File: config.mk
export PLATFORM = sky130hd
export DESIGN_NAME = fdtd_mem_wt_arb
export DESIGN_NICKNAME = d
export VERILOG_FILES = /design/src/rtl/fdtd_mem_wt_arb.sv
export SDC_FILE = /design/constraint.sdc
export NUM_CORES = 1
export LEC_CHECK = 0
export ABC_AREA = 1
export BUFFER_PORTS_ARGS = -buffer_cell sky130_fd_sc_hd__buf_2
export CAP_MARGIN = 20
export CORE_MARGIN = 8
export CORE_UTILIZATION = 47
export DETAILED_ROUTE_END_ITERATION = 16
export GPL_TIMING_DRIVEN = 0
export PLACE_DENSITY = 0.82
export SETUP_SLACK_MARGIN = 0.02
export SKIP_CTS_REPAIR_TIMING = 1
export SLEW_MARGIN = 5
export SYNTH_ARGS = -nofsm -noshare
export SYNTH_HDL_FRONTEND = slang
export SYNTH_SLANG_ARGS = --single-unit
export TNS_END_PERCENT = 20
File: constraint.sdc
create_clock -name ACLK -period 2.3 [get_ports ACLK]
set_input_delay 0.69 -clock ACLK [delete_from_list [all_inputs] [get_ports ACLK]]
set_output_delay 0.69 -clock ACLK [all_outputs]
set_load 0.03 [all_outputs]
File: src/rtl/fdtd_mem_wt_arb.sv
// Round-robin arbiter sharing the FDTD memory writer's single word-write port
// between NUM_REQ requesters; latches the winner and holds the request until granted.
module fdtd_mem_wt_arb #(
    parameter int NUM_REQ    = 4,
    parameter int ADDR_WIDTH = 30,
    parameter int DATA_WIDTH = 32,
    parameter int CNT_WIDTH  = 32,
    parameter int IDW        = $clog2(NUM_REQ)
) (
    input  logic                          ACLK,
    input  logic                          ARESETn,
    input  logic [NUM_REQ-1:0]            req_i,
    input  logic [NUM_REQ*ADDR_WIDTH-1:0] word_addr_i,
    input  logic [NUM_REQ*DATA_WIDTH-1:0] data_i,
    output logic [NUM_REQ-1:0]            gnt_o,
    output logic                          wt_req_o,
    output logic [ADDR_WIDTH-1:0]         wt_word_addr_o,
    output logic [DATA_WIDTH-1:0]         wt_data_o,
    input  logic                          wt_gnt_i,
    output logic                          busy_o,
    output logic [IDW-1:0]                cur_id_o,
    output logic [CNT_WIDTH-1:0]          wr_cnt_o,
    output logic                          err_o
);

    typedef enum logic {
        ST_IDLE = 1'b0,
        ST_BUSY = 1'b1
    } state_t;

    state_t                  r_state;
    state_t                  w_state_next;
    logic [IDW-1:0]          r_ptr;
    logic [IDW-1:0]          r_cur_id;
    logic                    r_wt_req;
    logic                    r_busy;
    logic [ADDR_WIDTH-1:0]   r_addr;
    logic [DATA_WIDTH-1:0]   r_data;
    logic [CNT_WIDTH-1:0]    r_cnt;
    logic                    r_err;

    logic                    w_found;
    logic [IDW-1:0]          w_win;
    logic                    w_start;
    logic                    w_complete;
    logic                    w_idle_gnt;
    logic [IDW-1:0]          w_ptr_next;
    logic [ADDR_WIDTH-1:0]   w_win_addr;
    logic [DATA_WIDTH-1:0]   w_win_data;

    // Scan upward from the pointer, wrapping at NUM_REQ-1, and take the first request.
    always_comb begin
        logic [IDW:0] idx;
        w_found = 1'b0;
        w_win   = '0;
        for (int i = 0; i < NUM_REQ; i++) begin
            idx = {1'b0, r_ptr} + (IDW+1)'(i);
            if (idx >= (IDW+1)'(NUM_REQ)) begin
                idx = idx - (IDW+1)'(NUM_REQ);
            end
            if (!w_found && req_i[idx[IDW-1:0]]) begin
                w_found = 1'b1;
                w_win   = idx[IDW-1:0];
            end
        end
    end

    assign w_win_addr = word_addr_i[w_win*ADDR_WIDTH +: ADDR_WIDTH];
    assign w_win_data = data_i[w_win*DATA_WIDTH +: DATA_WIDTH];

    assign w_start    = (r_state == ST_IDLE) && w_found;
    assign w_complete = (r_state == ST_BUSY) && wt_gnt_i;
    assign w_idle_gnt = (r_state == ST_IDLE) && wt_gnt_i;
    assign w_ptr_next = (r_cur_id == IDW'(NUM_REQ - 1)) ? '0 : r_cur_id + 1'b1;

    always_ff @(posedge ACLK or negedge ARESETn) begin
        if (!ARESETn) begin
            r_state <= ST_IDLE;
        end else begin
            r_state <= w_state_next;
        end
    end

    always_comb begin
        w_state_next = r_state;
        case (r_state)
            ST_IDLE: begin
                if (w_found) begin
                    w_state_next = ST_BUSY;
                end
            end
            ST_BUSY: begin
                if (wt_gnt_i) begin
                    w_state_next = ST_IDLE;
                end
            end
            default: w_state_next = ST_IDLE;
        endcase
    end

    // Latched transaction: held constant for the whole BUSY phase.
    always_ff @(posedge ACLK or negedge ARESETn) begin
        if (!ARESETn) begin
            r_wt_req <= 1'b0;
            r_busy   <= 1'b0;
            r_addr   <= '0;
            r_data   <= '0;
            r_cur_id <= '0;
        end else if (w_start) begin
            r_wt_req <= 1'b1;
            r_busy   <= 1'b1;
            r_addr   <= w_win_addr;
            r_data   <= w_win_data;
            r_cur_id <= w_win;
        end else if (w_complete) begin
            r_wt_req <= 1'b0;
            r_busy   <= 1'b0;
        end
    end

    always_ff @(posedge ACLK or negedge ARESETn) begin
        if (!ARESETn) begin
            r_ptr <= '0;
            r_cnt <= '0;
        end else if (w_complete) begin
            r_ptr <= w_ptr_next;
            r_cnt <= r_cnt + 1'b1;
        end
    end

    // A downstream grant with nothing outstanding is a protocol violation.
    always_ff @(posedge ACLK or negedge ARESETn) begin
        if (!ARESETn) begin
            r_err <= 1'b0;
        end else if (w_idle_gnt) begin
            r_err <= 1'b1;
        end
    end

    generate
        for (genvar gi = 0; gi < NUM_REQ; gi++) begin : g_gnt
            assign gnt_o[gi] = w_complete && (r_cur_id == IDW'(gi));
        end
    endgenerate

    assign wt_req_o       = r_wt_req;
    assign wt_word_addr_o = r_addr;
    assign wt_data_o      = r_data;
    assign busy_o         = r_busy;
    assign cur_id_o       = r_cur_id;
    assign wr_cnt_o       = r_cnt;
    assign err_o          = r_err;

endmodule
==> summary.txt <==
GRT
  • Gr usage total: 0.272
  • Number of global-route vias before repair: roughly 8200
  • Grt total ovfl: 0
  • Global-route wire length before repair: ~42 mm
  • Largest net degree at the start of global routing: 64
  • Antenna violations before repair: 0

STA
  • Clock skew: between 8 and 9 ps
  • Setup violations, final: 0
  • Hold Vio Cnt, Final: 0
  • Slack of the critical path: between 100 and 150 ps
  • Relative slew slack: 0.471
  • Highest clock rate: roughly 0.46 GHz
  • Fin crit period: 2190 ps
  • Unrepaired setup endpoints after global routing: yes
  • WHS: about 420 ps
  • Worst Tran Pin Value: between 700 and 800 ps
  • Max-slew violation count: 0
  • Fin crit share: 0.950

Finish
  • P&R area growth vs syn: 34.3%
  • Diode count: 0
  • Fin area: roughly 9500 µm²
  • Share of cells above drive strength 1: 0.305
  • Fin nets: between 1500 and 2000
  • Fill cells: approximately 1500

Synth
  • Most common cell in the netlist: nand2_1
  • Mean post-synth cell area: approximately 6.4 µm²
  • Yosys reg bits: between 100 and 150
  • Yosys top cell area share: 0.357
  • Fraction of registers with async set/reset: 1.00
  • EDFF count, synth: 0
  • Cells after Synth: between 1000 and 1500
  • Synth Cell Area: slightly above 7000 µm²
  • Syn nets: approximately 1400
  • Top FF cell, synth: dfrtp_1
  • Yosys cell types: 30
  • Synth cell count leaders: nand2_1, inv_1, dfrtp_1
  • Cell taking the most area after synthesis: dfrtp_1
  • Ys Warns: 0
  • Largest cells by area after synthesis: dfrtp_1, nand2_1, inv_1
  • Post-synthesis sequential area ratio: 0.357

Die
  • Core region area: roughly 15000 µm²
  • Die W: between 100 and 150 µm
  • Initial Util: 0.472
  • Die Y: about 140 µm
  • Die area: a little under 20000 µm²
  • Row count: 45
  • I/O pins: around 360

Critical path
  • Critical path endpoint category: output pin
  • Slowest cell on the critical path: dfrtp_1
  • Crit Path Class: flop to output pin
  • R2r setup slk: around 140 ps
  • CP max FO: 5
  • Crit-path most repeated cell: inv_1
  • CP Cell Sequence: inv_1 -> ha_1 -> inv_1 -> nor2_1 -> buf_2
  • Crit start category: flop
  • Critical Path RT: about 1600 ps
  • Peak per-stage delay on the critical path: ~460 ps
  • WP data arrival: about 1500 ps

CTS
  • H-tree level count: 3
  • CTS clock-pin slew for the worst setup and hold paths: roughly 70 ps
  • CTS Buf Count: 9
  • TritonCTS clock tree: built
  • Clock sinks: 101
  • CTS Buffer Depth: 2
  • CTS Root Cell: clkbuf_16
  • Clk_lat worst skew: about 350 ps

Place
  • GPL Wtd Cong: around 0.97
  • Placed Area: between 9000 and 10000 µm²
  • Dpl ws: -166 ps
  • # port buffers: ~360
  • Post-DP HPWL: ~22 mm

Run status
  • Outcome: finished clean

Run
  • Max Cap Viol: 0

Drt
  • Mean number of vias per cell: roughly 5.0
  • Drt pass-1 iters: 5
  • Drt initial violations: 552
  • Via count: 8276
  • Detailed Route WL: between 20 and 30 mm
  • WL per Instance: approximately 16 µm
  • DRT antenna net count: 0
  • Residual DRC count: 0

Pwr
  • Pwr/cell area: ~1700 nW/µm²
  • IR drop worst, VDD: slightly above 800 µV
  • LEAKAGE: between 5 and 6 nW

Worst hold path
  • Hold Path Class: input port to async pin
==> area by class of cell <==
cell class                 instances  area [µm²]  share of cell area
multi-input combinational        724        3400               0.358
timing repair buffer             358        1810               0.191
sequential                       101        2530               0.266
clock buffer                      10         229              0.0241
tap                              188         235              0.0248
inverter                         215         812              0.0855
buffer                            61         447              0.0470
clock inverter                     5        35.0             0.00369
==> worst max-delay path: cells and delay by family, from the launching register on <==
family / cells / cell delay [ps]
fa+ha+maj: 1 / 150
flops: 1 / 460
buf+inv: 3 / 400
simple gates: 1 / 130
==> per-layer routing <==
layer	global-route usage	routed length, µm	part of all wire
met5	0	0	0
met4	0.0843	757	0.028
met3	0.0633	1730	0.064
met2	0.484	13400	0.50
met1	0.318	11000	0.41
==> report_power, final <==
| part | internal, W | switching, W |
|---|---|---|
| combinational | 0.00389 | 0.00788 |
| sequential | 0.00249 | 0.000426 |
| clock | 0.000733 | 0.000687 |
==> cells by family (layout without fill, tap and decap cells) <==
logic type               after synthesis  in the layout  synth area share
AO/OA/AOI/OAI                         86             86            0.0612
AND/OR/NAND/NOR                      602            602             0.369
flip-flops                           101            101             0.357
XOR/XNOR                              31             31            0.0384
buffers and inverters                276            649             0.165
adder cells (fa/ha/maj)                5              5           0.00885
==> registers in the layout (all words and copies together), names as in the netlist <==
signal          cells
wr_cnt_o           32
r_state             1
wt_data_o          32
busy_o              1
err_o               1
cur_id_o            2
r_ptr               2
wt_word_addr_o     30
==> path summary, 6_finish.rpt <==
check / start / cells past startpoint / to
setup / recovery: cur_id_o[0]$_DFFE_PN0P_ / 5 / gnt_o[2]
hold / removal: ARESETn / 1 / wt_data_o[20]$_DFFE_PN0P_
setup reg to reg: r_ptr[0]$_DFFE_PN0P_ / 14 / wt_word_addr_o[6]$_DFFE_PN0P_
hold reg to reg: err_o$_DFFE_PN0P_ / 1 / err_o$_DFFE_PN0P_
max in group asynchronous: ARESETn / 2 / wt_data_o[29]$_DFFE_PN0P_
min in group ACLK: err_o$_DFFE_PN0P_ / 1 / err_o$_DFFE_PN0P_
==> cell usage in the layout, fill, tap and decap left out, types with 9 or more instances in the layout <==
| cell | n |
|---|---|
| nand2_1 | 399 |
| buf_2 | 370 |
| inv_1 | 210 |
| dfrtp_1 | 101 |
| nand3_1 | 100 |
| o21ai_1 | 74 |
| nand4_1 | 54 |
| xor2_1 | 22 |
| nor2_1 | 19 |
| clkbuf_4 | 19 |
| buf_4 | 13 |
| nor3_1 | 11 |
| o21ai_0 | 10 |
| buf_6 | 9 |
| xnor2_1 | 9 |
| clkbuf_16 | 9 |
==> per-stage QoR <==
stage	util	power (W)	cells	setup TNS, ps
final	0.634	0.0161	1662	0
after global routing	0.634	0.0175	1662	-38.6
after CTS	0.626	0.0158	1662	0
after detailed placement	0.609	0.0143	1647	-6100
after global placement	0.607	0.0141	1646	-56410
after floorplan	-	0.0109	1101	0
(Power assumes the default switching activity.)
